[src/rtl/pll_reconfig_pkg.sv]
// Shared definitions for the PLL reconfiguration Avalon-MM master:
// register map of the reconfiguration slave, status bit position and FSM states.
package pll_reconfig_pkg;

  typedef enum logic [5:0] {
    MODE   = 6'd0,
    STATUS = 6'd1,
    START  = 6'd2,
    N_CNT  = 6'd3,
    M_CNT  = 6'd4,
    C_CNT  = 6'd5,
    DPS    = 6'd6,
    M_FRAC = 6'd7,
    BW     = 6'd8,
    CP     = 6'd9
  } pll_reg_e;

  localparam int STATUS_DONE_BIT = 0;

  typedef enum logic [2:0] {
    ST_IDLE,
    ST_XFER,
    ST_RESP,
    ST_POLL_GAP,
    ST_POLL
  } state_e;

  function automatic logic status_done(input logic [31:0] status_word);
    return status_word[STATUS_DONE_BIT];
  endfunction

endpackage

[src/rtl/pll_cfg_wdog.sv]
// Saturating transaction watchdog: cleared on command accept, counts busy cycles,
// flags expiry in the cycle that is the TIMEOUT_CYCLES-th busy cycle. 0 disables it.
module pll_cfg_wdog #(
  parameter int TIMEOUT_CYCLES = 1024
) (
  input  logic clk,
  input  logic reset,
  input  logic clr_i,
  input  logic en_i,
  output logic expired_o
);

  generate
    if (TIMEOUT_CYCLES > 0) begin : g_wdog
      localparam int CW = $clog2(TIMEOUT_CYCLES + 1);
      localparam logic [CW-1:0] LIMIT = CW'(TIMEOUT_CYCLES);

      logic [CW-1:0] cnt_q, cnt_d;

      always_comb begin
        cnt_d = cnt_q;
        if (clr_i) begin
          cnt_d = '0;
        end else if (en_i && (cnt_q != LIMIT)) begin
          cnt_d = cnt_q + CW'(1);
        end
      end

      always_ff @(posedge clk) begin
        if (!reset) begin
          cnt_q <= '0;
        end else begin
          cnt_q <= cnt_d;
        end
      end

      // Expiry is seen in the busy cycle that brings the count to the limit.
      assign expired_o = (cnt_q == LIMIT) || (en_i && (cnt_q == LIMIT - CW'(1)));
    end else begin : g_no_wdog
      logic unused_wdog;
      assign unused_wdog = ^{clk, reset, clr_i, en_i};
      assign expired_o   = 1'b0;
    end
  endgenerate

endmodule

[src/rtl/pll_reconfig_master.sv]
// Avalon-MM master for the PLL reconfiguration slave: one command in, one
// transaction with watchdog, one response out. Optional START status polling
// is enabled by defining PLL_RECONFIG_STATUS_POLL_EN.
module pll_reconfig_master
  import pll_reconfig_pkg::*;
#(
  parameter int ADDR_W         = 6,
  parameter int DATA_W         = 32,
  parameter int TIMEOUT_CYCLES = 1024
) (
  input  logic              clk,
  input  logic              reset,
  input  logic              cmd_valid,
  output logic              cmd_ready,
  input  logic              cmd_write,
  input  logic [ADDR_W-1:0] cmd_addr,
  input  logic [DATA_W-1:0] cmd_wdata,
  output logic              rsp_valid,
  input  logic              rsp_ready,
  output logic [DATA_W-1:0] rsp_rdata,
  output logic              rsp_timeout,
  output logic              avm_read,
  output logic              avm_write,
  output logic [ADDR_W-1:0] avm_address,
  output logic [DATA_W-1:0] avm_writedata,
  input  logic [DATA_W-1:0] avm_readdata,
  input  logic              avm_waitrequest
);

  state_e            state_q;
  logic              avm_read_q, avm_write_q;
  logic [ADDR_W-1:0] avm_address_q;
  logic [DATA_W-1:0] avm_writedata_q;
  logic              rsp_valid_q, rsp_timeout_q;
  logic [DATA_W-1:0] rsp_rdata_q;

  logic accept, wd_en, wd_expired, start_poll;

  assign cmd_ready = (state_q == ST_IDLE);
  assign accept    = cmd_valid && cmd_ready;
  assign wd_en     = (state_q == ST_XFER) || (state_q == ST_POLL_GAP) || (state_q == ST_POLL);

`ifdef PLL_RECONFIG_STATUS_POLL_EN
  assign start_poll = avm_write_q && (avm_address_q == ADDR_W'(START));
`else
  assign start_poll = 1'b0;
`endif

  pll_cfg_wdog #(
    .TIMEOUT_CYCLES(TIMEOUT_CYCLES)
  ) u_wdog (
    .clk      (clk),
    .reset    (reset),
    .clr_i    (accept),
    .en_i     (wd_en),
    .expired_o(wd_expired)
  );

  always_ff @(posedge clk) begin
    if (!reset) begin
      state_q         <= ST_IDLE;
      avm_read_q      <= 1'b0;
      avm_write_q     <= 1'b0;
      avm_address_q   <= '0;
      avm_writedata_q <= '0;
      rsp_valid_q     <= 1'b0;
      rsp_timeout_q   <= 1'b0;
      rsp_rdata_q     <= '0;
    end else begin
      case (state_q)
        ST_IDLE: begin
          if (accept) begin
            avm_read_q      <= !cmd_write;
            avm_write_q     <= cmd_write;
            avm_address_q   <= cmd_addr;
            avm_writedata_q <= cmd_wdata;
            state_q         <= ST_XFER;
          end
        end
        ST_XFER: begin
          if (!avm_waitrequest) begin
            // Completion takes priority over a coincident watchdog expiry.
            avm_read_q  <= 1'b0;
            avm_write_q <= 1'b0;
            if (start_poll) begin
              state_q <= ST_POLL_GAP;
            end else begin
              state_q       <= ST_RESP;
              rsp_valid_q   <= 1'b1;
              rsp_timeout_q <= 1'b0;
              rsp_rdata_q   <= avm_read_q ? avm_readdata : '0;
            end
          end else if (wd_expired) begin
            avm_read_q    <= 1'b0;
            avm_write_q   <= 1'b0;
            state_q       <= ST_RESP;
            rsp_valid_q   <= 1'b1;
            rsp_timeout_q <= 1'b1;
            rsp_rdata_q   <= '0;
          end
        end
`ifdef PLL_RECONFIG_STATUS_POLL_EN
        ST_POLL_GAP: begin
          if (wd_expired) begin
            state_q       <= ST_RESP;
            rsp_valid_q   <= 1'b1;
            rsp_timeout_q <= 1'b1;
            rsp_rdata_q   <= '0;
          end else begin
            state_q       <= ST_POLL;
            avm_read_q    <= 1'b1;
            avm_address_q <= ADDR_W'(STATUS);
          end
        end
        ST_POLL: begin
          if (!avm_waitrequest) begin
            avm_read_q <= 1'b0;
            if (status_done(32'(avm_readdata))) begin
              state_q       <= ST_RESP;
              rsp_valid_q   <= 1'b1;
              rsp_timeout_q <= 1'b0;
              rsp_rdata_q   <= avm_readdata;
            end else begin
              state_q <= ST_POLL_GAP;
            end
          end else if (wd_expired) begin
            avm_read_q    <= 1'b0;
            state_q       <= ST_RESP;
            rsp_valid_q   <= 1'b1;
            rsp_timeout_q <= 1'b1;
            rsp_rdata_q   <= '0;
          end
        end
`endif
        ST_RESP: begin
          if (rsp_ready) begin
            state_q       <= ST_IDLE;
            rsp_valid_q   <= 1'b0;
            rsp_timeout_q <= 1'b0;
            rsp_rdata_q   <= '0;
          end
        end
        default: begin
          state_q     <= ST_IDLE;
          avm_read_q  <= 1'b0;
          avm_write_q <= 1'b0;
          rsp_valid_q <= 1'b0;
        end
      endcase
    end
  end

  assign avm_read      = avm_read_q;
  assign avm_write     = avm_write_q;
  assign avm_address   = avm_address_q;
  assign avm_writedata = avm_writedata_q;
  assign rsp_valid     = rsp_valid_q;
  assign rsp_rdata     = rsp_rdata_q;
  assign rsp_timeout   = rsp_timeout_q;

endmodule
[config.mk]
export PLATFORM = sky130hd
export DESIGN_NAME = pll_reconfig_master
export DESIGN_NICKNAME = d
export VERILOG_FILES = /design/src/rtl/pll_reconfig_pkg.sv /design/src/rtl/pll_cfg_wdog.sv /design/src/rtl/pll_reconfig_master.sv
export SDC_FILE = /design/constraint.sdc
export NUM_CORES = 1
export LEC_CHECK = 0
export CORE_AREA = 2 2 98 100
export CTS_BUF_LIST = sky130_fd_sc_hd__clkbuf_8
export CTS_CLUSTER_SIZE = 40
export DETAILED_ROUTE_END_ITERATION = 7
export DIE_AREA = 0 0 100 102
export PLACE_DENSITY_LB_ADDON = 0.08
export SETUP_SLACK_MARGIN = 0.3
export SLEW_MARGIN = 20
export SYNTH_ARGS = -nofsm -noshare
export SYNTH_HDL_FRONTEND = slang
export SYNTH_SLANG_ARGS = --single-unit
[constraint.sdc]
create_clock -name clk -period 1.9 [get_ports clk]
set_clock_uncertainty 0.05 [all_clocks]
set_input_delay 0.38 -clock clk [delete_from_list [all_inputs] [get_ports clk]]
set_output_delay 0.38 -clock clk [all_outputs]
set_load 0.02 [all_outputs]
[Word-level counts from Yosys, hierarchy flattened]
Index checks and enable logic that the tools add are counted.
Cells by class
  add/subtract/negate cells: 1
  eq/ne operators: 10
  multiplexer cells: 22
  bitwise operators: 3
  reduce and logical (&&, ||, !) cells: 15
Operators with widths (count)
  $mux 32: 4
  $pmux 32 s2: 1
  $mux 3: 4
  $reduce_and 3->1: 4
  $add 11x1->11 const B: 1
  $eq 11x10->1 const B: 1
  $eq 11x11->1 const B: 1
  $ne 11x11->1 const B: 1
  $pmux 1 s3: 3
  $pmux 3 s3: 1
  $mux 1: 8
  $eq 3x2->1 const B: 2
  $eq 3x1->1 const B: 1
  $eq 3x3->1 const B: 1
  $logic_and 1x1->1: 3
  $logic_not 3->1: 1
  $logic_or 1x1->1: 3
  $ne 3x2->1 const B: 1
  $not 1->1: 3
  $ne 2x1->1 const B: 1
  $ne 2x2->1 const B: 1
  $pmux 1 s2: 1
  $reduce_and 2->1: 1
  $reduce_bool 2->1: 1
  other kinds (2): 2
Word-level totals
  register bits after elaboration: 88
  input port bits: 76
  output and inout bits: 75
  logic and storage cells: 60

[Logic depth before layout (Yosys ltp)]
  depth in word-level cells: 8
  depth in mapped cells: 8

[Cells and area by module]
A second synthesis with hierarchy kept.
Second synthesis, totals
  cells, all modules: 420
  area total of the unflattened synthesis: 3772.4 um2
Modules (own cells, without submodules)
  pll_reconfig_master: times used 1, cells an instance 349, area an instance 3179.3 um2, seq. area each 1521.5 um2
  pll_cfg_wdog: times used 1, cells an instance 71, area an instance 593.1 um2, seq. area each 220.2 um2

[Worst setup path before layout]
OpenSTA, ideal clock, no wires.
  path kind: register to register
  from: register u_wdog.g_wdog.cnt_q[0]
  to: register rsp_rdata_q[0] (netlist: rsp_rdata[0])
  data arrival time: 1849 ps
  data required time: 1732 ps
  slack: -118 ps
  stages on the path, launching flop included: 9
  buffers on the path: 3
  clock period less this slack: 2018 ps
  cell sequence: dfxtp_1 -> ha_1 -> nand3_2 -> or4_1 -> buf_2 -> a21o_1 -> buf_6 -> buf_12 -> mux2i_1
Between the ends
  cells in the longest elaborated chain, start to end: 5
  elaborated cells between the ends (all ways): 6
  those cells by class: 3 x eq/ne; 3 x reduce/logical
Ends and longest elaborated chain
  start: declaration: RTL line pll_cfg_wdog.sv:18  | logic [CW-1:0] cnt_q, cnt_d;
  start signal: assignment: RTL line pll_cfg_wdog.sv:33  | cnt_q <= cnt_d;
  $eq 11x10->1: RTL line pll_cfg_wdog.sv:38  | assign expired_o = (cnt_q == LIMIT) || (en_i && (cnt_q == LIMIT - CW'(1)));
  $logic_and 1x1->1: RTL line pll_cfg_wdog.sv:38
  $logic_or 1x1->1 *: RTL line pll_cfg_wdog.sv:38
  $ne 3x2->1 (no source line) *
  $reduce_and 3->1 (no source line) *
  end signal: assignment: RTL line pll_reconfig_master.sv:91  | rsp_rdata_q <= avm_read_q ? avm_readdata : '0;
  end: declaration: RTL line pll_reconfig_master.sv:35  | logic [DATA_W-1:0] rsp_rdata_q;
Mark *: on every way between the ends. The rest lies on a longest branch, timed or not.
A chain may end at the register's enable or synchronous reset.

[Worst setup path in the final report]
  from: register u_wdog.g_wdog.cnt_q[0]
  to: register u_wdog.g_wdog.cnt_q[9]
Between the ends
  cells in the longest elaborated chain, start to end: 2
  elaborated cells between the ends (all ways): 3
  those cells by class: 1 x add/sub; 1 x eq/ne; 1 x reduce/logical
Ends and longest elaborated chain
  branches (longest 2 deep; another with $add 11x1->11)
Parallel ways; which one is timed is not known.

==> impl_results.rst <==
.. list-table::
   :header-rows: 1

   * - Metric
     - Value
   * - Cell Area, Synth
     - 3556 um^2
   * - First-pass GRT wire length
     - 15750 um
   * - Clock latency reported for the late side of the worst-skew pair
     - 0.34 ns
   * - Cell row count
     - 35
   * - Nature of the critical path endpoint
     - register
   * - Final cell count without fillers
     - 706
   * - I/O Buffers
     - 150
   * - Area growth from synthesis to final layout
     - 60.84%
   * - Max Cap Violations
     - 0
   * - Average wire per standard cell
     - 14.35 um
   * - Number of failing setup endpoints in the final timing report
     - 0
   * - Total I/O pin count
     - 151
   * - Global-route usage over all layers
     - 19.30%
   * - Share of synthesized area occupied by flip-flops and latches
     - 48.98%
   * - Adder-cell area share of the yosys netlist
     - 2.463%
   * - Via density
     - 4.868
   * - Count of nets after finishing
     - 674
   * - Standard cell core area
     - 9109 um^2
   * - Overall power of the completed layout
     - 4.303 mW
   * - Overall die width
     - 100 um
   * - YS warnings
     - 0
   * - # placed instances
     - 680
   * - Pin count of the biggest net entering global routing
     - 40
   * - Number of buffers inserted by hold repair at cts
     - 0
   * - Worst r2r path cells
     - 7
   * - DRC
     - 0
   * - Congestion Overflow GR
     - 0
   * - Gate Count Post-Synth
     - 420
   * - Dominant synthesized flop cell
     - sky130_fd_sc_hd__dfxtp_1
   * - Final Slew Violations
     - 0
   * - Wirelength, routed
     - 10130 um
   * - Maximum clock path buffer count
     - 2
   * - Y dimension of the die
     - 102 um
   * - Post-Synth XOR/XNOR Area
     - 0.9852%
   * - Die area
     - 10200 um^2
   * - Combinational family with the most area after synthesis
     - simple AND/OR/NAND/NOR gates
   * - Fillers
     - 815
   * - Number of antenna-violating nets in the routed design
     - 0
   * - Multi-input gate area
     - 1814 um^2
   * - Worst Setup EP
     - u_wdog.g_wdog.cnt_q[9]
   * - Clock sink count
     - 87
   * - Reported leakage power
     - 2.585 nW
   * - Setup slack, reg-to-reg
     - 0.03 ns
   * - Number of storage elements in the synthesis netlist
     - 87
   * - Areal power density over the cells
     - 752.4 nW/um^2
   * - TritonRoute pass-1 iters
     - 4
   * - Clock input transition at the sequential cells of the worst setup and hold paths
     - 0.08 ns
   * - Launch point of the critical path
     - u_wdog.g_wdog.cnt_q[0]
   * - CTS Buf Count
     - 9
   * - CTS root buffer
     - sky130_fd_sc_hd__clkbuf_8
   * - Share of the synthesized area in compound gates (AO/OA/AOI/OAI)
     - 10.70%
   * - Effective utilization at floorplan
     - 39.04%
   * - Measured slew at the worst slew-check pin
     - 0.4313 ns
   * - Crit Reg-Reg Startpoint
     - u_wdog.g_wdog.cnt_q[0]
   * - Highest Clock Rate
     - 534.0 MHz
   * - RSZ-0062 raised after global routing
     - yes
   * - Sequential cell area
     - 1772 um^2
   * - CTS tree
     - yes
   * - Fraction of final layout cells sized beyond drive strength 1
     - 16.64%
   * - Worst hold path class
     - register to register
   * - Reg-to-Reg End
     - u_wdog.g_wdog.cnt_q[9]
   * - Number of design-rule violations left by the first detailed-router iteration
     - 90
   * - Number of distinct library cells after synthesis
     - 40
   * - Via count of the first global-routing pass
     - 3363
   * - Post-synth EDFFs
     - 0
   * - Final count of hold timing violations
     - 0
   * - Ant diodes
     - 0
   * - Maximum ir drop on the vdd rail
     - 0.0003509 V
   * - Final worst path period need
     - 1.873 ns
   * - Area fraction in and, or, nand and nor cells after synthesis
     - 21.71%
   * - Initial antenna violation count
     - 0
   * - Mean post-synth cell area
     - 8.466 um^2
   * - Crit path max fanout
     - 4
   * - Multiplexer fraction of the synthesized cell area
     - 9.852%
   * - Number of H-tree branching levels
     - 3
   * - Arrival time of data at the critical path endpoint
     - 2.10 ns
   * - Outcome
     - finished, final reports clean
   * - Critical Path Source Type
     - register
   * - Total number of vias
     - 3437
   * - Synthesized net count
     - 503
   * - Final period util
     - 98.57%
   * - Req. time, crit path
     - 2.13 ns
   * - Sum of net half-perimeters after detailed placement
     - 6790 um
   * - Placer congestion estimate
     - 0.7828
   * - Setup CP Type
     - register to register
   * - Share of flip-flops with an asynchronous set or reset
     - 0%
   * - Max_slew headroom
     - 70.94%
==> sequential cells by signal (all words and copies together), names as in the netlist <==
register,flops
state_q,2
avm_write,1
avm_writedata,32
rsp_timeout,1
u_wdog.g_wdog.cnt_q,11
rsp_valid,1
avm_address,6
avm_read,1
rsp_rdata,32
==> cells in the mapped netlist (2+ instances only) <==
cell type,count,area [um^2]
sky130_fd_sc_hd__nand3_2,2,20.02
sky130_fd_sc_hd__ha_1,7,87.58
sky130_fd_sc_hd__nand3b_1,2,15.01
sky130_fd_sc_hd__inv_1,8,30.03
sky130_fd_sc_hd__or4_2,2,17.52
sky130_fd_sc_hd__a31oi_1,2,12.51
sky130_fd_sc_hd__xnor2_1,3,26.28
sky130_fd_sc_hd__mux2i_1,35,350.3
sky130_fd_sc_hd__dfxtp_1,87,1742
sky130_fd_sc_hd__nand2_1,159,596.8
sky130_fd_sc_hd__o21ai_0,3,15.01
sky130_fd_sc_hd__or4_1,3,22.52
sky130_fd_sc_hd__nor4b_1,3,26.28
sky130_fd_sc_hd__o31ai_1,3,22.52
sky130_fd_sc_hd__a21oi_1,47,235.2
sky130_fd_sc_hd__nor2_1,7,26.28
sky130_fd_sc_hd__buf_12,3,60.06
sky130_fd_sc_hd__clkbuf_1,20,75.07
sky130_fd_sc_hd__buf_1,2,7.510
sky130_fd_sc_hd__nand3_1,2,10.01
==> cell type report <==
type                            count  share of cell area [%]
Sequential cell                    87                   30.98
Inverter                            8                  0.5250
Tap cell                          111                   2.428
Clock inverter                      6                  0.9407
Clock buffer                        9                   2.166
Timing Repair Buffer              187                   31.24
Multi-Input combinational cell    298                   31.72
==> routing by layer <==
metal / global-route usage, % / vias up / share of wire (%)
li1: - / 1727 / -
met1: 23.31 / 1563 / 43
met2: 32.80 / 125 / 47
met3: 5.472 / 22 / 6.9
met4: 7.482 / 0 / 2.6
met5: 0 / - / 0
==> worst min path at each step <==
stage                            startpoint                 endpoint  slack (ns)  cells after the start
finish                    avm_writedata[26]        avm_writedata[26]        0.40                      2
global route               avm_writedata[0]         avm_writedata[0]        0.42                      2
CTS                       avm_writedata[26]        avm_writedata[26]        0.40                      2
detailed placement        avm_writedata[26]        avm_writedata[26]        0.40                      2
global placement          avm_writedata[26]        avm_writedata[26]        0.39                      2
floorplan           u_wdog.g_wdog.cnt_q[10]  u_wdog.g_wdog.cnt_q[10]        0.40                      2
==> report_power, final <==
part | internal [mW] | total (mW) | switching (mW)
Sequential | 1.91 | 1.96 | 0.0481
Combinational | 0.570 | 1.14 | 0.571
Clock | 0.587 | 1.20 | 0.616
==> repair_timing <==
action	4_1_cts	5_1_grt
gates cloned	1	0
setup endpoints to repair	121	79
buffers inserted	6	4
pin swaps	8	7
resized for setup	97	30
==> worst max-delay path: stages, from the launching register on <==
cell and delay, ns:
sky130_fd_sc_hd__dfxtp_4 0.37, sky130_fd_sc_hd__inv_2 0.04, sky130_fd_sc_hd__ha_2 0.17, sky130_fd_sc_hd__nor4b_4 0.14, sky130_fd_sc_hd__a31o_2 0.28, sky130_fd_sc_hd__buf_6 0.13
sky130_fd_sc_hd__or4_4 0.51, sky130_fd_sc_hd__a21oi_2 0.13
==> kinds of logic (layout without fill, tap and decap cells) <==
group                      Yosys count  in the layout
muxes                               35             35
AOI/OAI and AO/OA                   66             66
adders and majority gates            7              7
DFF                                 87             87
and+or+nand+nor                    186            186
buffers and inverters               35            210
xor gates and xnor gates             4              4
==> through the flow <==
step / setup TNS (ns) / hold WS [ns] / util (%) / setup WS (ns) / cell area, um^2
finish: 0 / 0.4035 / 62.79 / 0.02717 / 5719
global placement: 0 / 0.3907 / 58.71 / 0.02370 / 5348
global route: -0.1370 / 0.4211 / 62.79 / -0.06371 / 5719
CTS: 0 / 0.4048 / 61.51 / 0.05739 / 5603
detailed placement: -0.05486 / 0.3953 / 58.71 / -0.03443 / 5348
floorplan: -0.2854 / 0.3966 / - / -0.009512 / 3612
==> placed cells by master (no fill, tap or decap), types with 2 or more instances in the layout <==
master / count
sky130_fd_sc_hd__mux2i_1: 35
sky130_fd_sc_hd__clkbuf_8: 9
sky130_fd_sc_hd__dlygate4sd2_1: 74
sky130_fd_sc_hd__clkinv_2: 4
sky130_fd_sc_hd__a21oi_2: 6
sky130_fd_sc_hd__nand3_2: 2
sky130_fd_sc_hd__dfxtp_2: 3
sky130_fd_sc_hd__dfxtp_4: 7
sky130_fd_sc_hd__clkdlybuf4s50_1: 75
sky130_fd_sc_hd__inv_1: 5
sky130_fd_sc_hd__o21ai_0: 3
sky130_fd_sc_hd__or4_4: 4
sky130_fd_sc_hd__a21oi_1: 40
sky130_fd_sc_hd__nand2_1: 159
sky130_fd_sc_hd__buf_4: 28
sky130_fd_sc_hd__nor2_1: 6
sky130_fd_sc_hd__nand3b_1: 2
sky130_fd_sc_hd__buf_12: 5
sky130_fd_sc_hd__xnor2_1: 3
sky130_fd_sc_hd__buf_6: 4
sky130_fd_sc_hd__ha_1: 4
sky130_fd_sc_hd__ha_4: 2
sky130_fd_sc_hd__nor4b_4: 2
sky130_fd_sc_hd__dfxtp_1: 77
sky130_fd_sc_hd__inv_2: 4
Note: power is estimated with default switching activity, not from simulation.
==> RTL edit: new RTL, same flow settings <==
The 5 states of `state_e` get a one-hot encoding in 5 bits.
--- a/src/rtl/pll_reconfig_pkg.sv
+++ b/src/rtl/pll_reconfig_pkg.sv
@@ -17,12 +17,12 @@
 
   localparam int STATUS_DONE_BIT = 0;
 
-  typedef enum logic [2:0] {
-    ST_IDLE,
-    ST_XFER,
-    ST_RESP,
-    ST_POLL_GAP,
-    ST_POLL
+  typedef enum logic [4:0] {
+    ST_IDLE     = 5'b00001,
+    ST_XFER     = 5'b00010,
+    ST_RESP     = 5'b00100,
+    ST_POLL_GAP = 5'b01000,
+    ST_POLL     = 5'b10000
   } state_e;
 
   function automatic logic status_done(input logic [31:0] status_word);
Function: same outputs for any inputs over 10 cycles, from zero or initial values and one cycle with reset low; not proved beyond that.
==> RTL edit against the unedited design <==
Sequential power barely moved; design area decreased by 2.5%; synthesized area decreased by 0.11%; setup slack better by 17 ps; final cell count fell by 1.3%; power is 6.1% lower; sequential cell count up 1; routed wire length shrank 6.5%; sequential share of layout area is 0.70 points higher; non-clock buffer count down 10; fmax is 0.90% higher; largest cell class is now flip-flops and latches.
==> RTL edit: results (changes against the unedited design) <==
| Metric | Value |
|---|---|
| Reg2reg setup slack | 40 ps (was 30 ps) |
| Reg2Reg Depth | 5 (was 7) |
| Worst stage delay on the critical path | 560 ps (was 510 ps) |
| Worst Path Arrival | 2030 ps (was 2100 ps) |
| Status | completed (unchanged) |
| Detailed Routing Iterations Pass 1 | 4 (unchanged) |
| Fraction of layout cells with a size suffix above 1 | 12.29% (was 16.64%) |
| P_int | 0.002992 W (was 0.003068 W) |
| Maximum VDD drop | 0.0004418 V (was 0.0003509 V) |
| Syn_nets | 497 (was 503) |
| Placer Congestion | 0.7979 (was 0.7828) |
| Hold_sp | avm_writedata[23] (was avm_writedata[26]) |
| Synth top cells by count | 147 x nand2_1, 88 x dfxtp_1, 55 x a21oi_1, 33 x mux2i_1, 22 x clkbuf_1 (was 159 x nand2_1, 87 x dfxtp_1, 47 x a21oi_1, 35 x mux2i_1, 20 x clkbuf_1) |
| Syn. warnings | 0 (unchanged) |
| Hold path depth | 2 (unchanged) |
| WHS Endpoint | avm_writedata[23] (was avm_writedata[26]) |
| Drt first-iter violations | 71 (was 90) |
| Net total in the final layout | 659 (was 674) |
| Crit path max fanout | 16 (was 4) |
| Tightest Pin Transition | 572.0 ps (was 431.3 ps) |
| R2R Path Start | u_wdog.g_wdog.cnt_q[4] (was u_wdog.g_wdog.cnt_q[0]) |
| Vias in the first global route | 3,200 (was 3,363) |
| GRT Util Overall | 18.49% (was 19.30%) |
| Post-Place Worst Slack | -56.83 ps (was -34.43 ps) |
| Finished Layout Cells | 697 (was 706) |
| Placed Cells | 677 (was 680) |
| Slowest CP cell | or4b_4 (was or4_4) |
| Seq/Total Area, Yosys | 49.59% (was 48.98%) |
| Top cells by area, synth | dfxtp_1 50%, nand2_1 16%, mux2i_1 9.3% (was dfxtp_1 49%, nand2_1 17%, mux2i_1 9.9%) |
| Avg Cell Area, Syn | 8.478 sq um (was 8.466 sq um) |
| Largest net degree at the start of global routing | 44 (was 40) |
| # fillers | 821 (was 815) |
| Leakage power | 2.509 nW (was 2.585 nW) |
| WL per Instance | 13.59 um (was 14.35 um) |
| First-pass GRT wire length | 15.23 mm (was 15.75 mm) |
| Post-DP HPWL | 6.567 mm (was 6.790 mm) |
| DP Area | 5311 sq um (was 5348 sq um) |
| Reg-to-Reg End | rsp_rdata[21] (was u_wdog.g_wdog.cnt_q[9]) |
| Average via count per standard cell | 4.808 (was 4.868) |
-- RTL edit: cell types whose count changed after synthesis, moves of 3 or more --
cell,unedited run,this run
buf_12,3,0
or3_1,1,6
o21ai_1,0,3
nand2b_1,1,4
nor4b_1,3,0
inv_1,8,4
ha_1,7,2
nand2_1,159,147
o21ai_0,3,6
a21oi_1,47,55
-- RTL edit: critical path, delay by kind of cell (launching register included) --
kind,cells,cell delay (ps)
and+or+nand+nor,1,560
AOI/OAI and AO/OA,2,460
DFF,1,330
buffers and inverters,1,190
muxes,1,150
-- RTL edit: stage by stage --
stage	TNS [ps]	utilization (%)	hold WS, ps
after detailed placement	-56.83	58.31	395.5
after global placement	-5.268	58.31	391.6
after CTS	0	60.59	406.0
after global routing	-29.57	61.24	419.3
final	0	61.24	402.8
after floorplan	0	-	402.5
-- RTL edit: power groups by stage --
stage / combinational (W) / clock, W / sequential, W
6_report: 0.000694 / 0.00139 / 0.00196
5_1_grt: 0.000752 / 0.00152 / 0.00197
4_1_cts: 0.000684 / 0.00144 / 0.00195
3_5_place_dp: 0.000713 / 0 / 0.00200
3_3_place_gp: 0.000707 / 0 / 0.00200
2_1_floorplan: 0.000243 / 0 / 0.00208
-- RTL edit: kinds of logic after synthesis --
group | count (synthesis) | synth area share [%]
flops | 88 | 49.59
xor+xnor | 2 | 0.4932
fa+ha+maj | 2 | 0.7044
compound gates | 77 | 13.03
buf+inv | 31 | 3.945
simple gates | 186 | 22.93
mux | 33 | 9.299
-- RTL edit: timing repair --
item | in CTS | in global routing
pin swaps | 2 | 5
gates cloned | 1 | 0
endpoints found under the setup margin | 124 | 68
setup buffers | 3 | 0
resized for setup | 85 | 23
-- RTL edit: area by class of cell --
class	instances	share of cell area, %
clock buffers	9	2.221
well taps	111	2.490
flip-flops and latches	88	31.67
multi-input cells	300	31.38
repair buffers	177	30.31
clock inverters	7	1.593
inverters	5	0.3365
-- RTL edit: routing by layer --
| layer | part of all wire, % | vias to the layer above | global-route usage (%) | wire, um |
|---|---|---|---|---|
| li1 | - | 1729 | - | - |
| met1 | 44 | 1517 | 22.50 | 4147 |
| met2 | 48 | 100 | 31.39 | 4502 |
| met3 | 8.1 | 5 | 6.566 | 765 |
| met4 | 0.62 | 0 | 4.847 | 59 |
| met5 | 0 | - | 0 | 0 |
-- RTL edit: worst max path at each step --
stage	end	slack, ps	from	depth (start not counted)
global placement	rsp_valid	-5	rsp_ready	5
CTS	rsp_rdata[21]	50	u_wdog.g_wdog.cnt_q[4]	5
finish	rsp_rdata[21]	40	u_wdog.g_wdog.cnt_q[4]	5
floorplan	rsp_rdata[0]	10	u_wdog.g_wdog.cnt_q[4]	5
detailed placement	rsp_valid	-60	rsp_ready	5
global route	rsp_rdata[21]	-10	u_wdog.g_wdog.cnt_q[4]	5
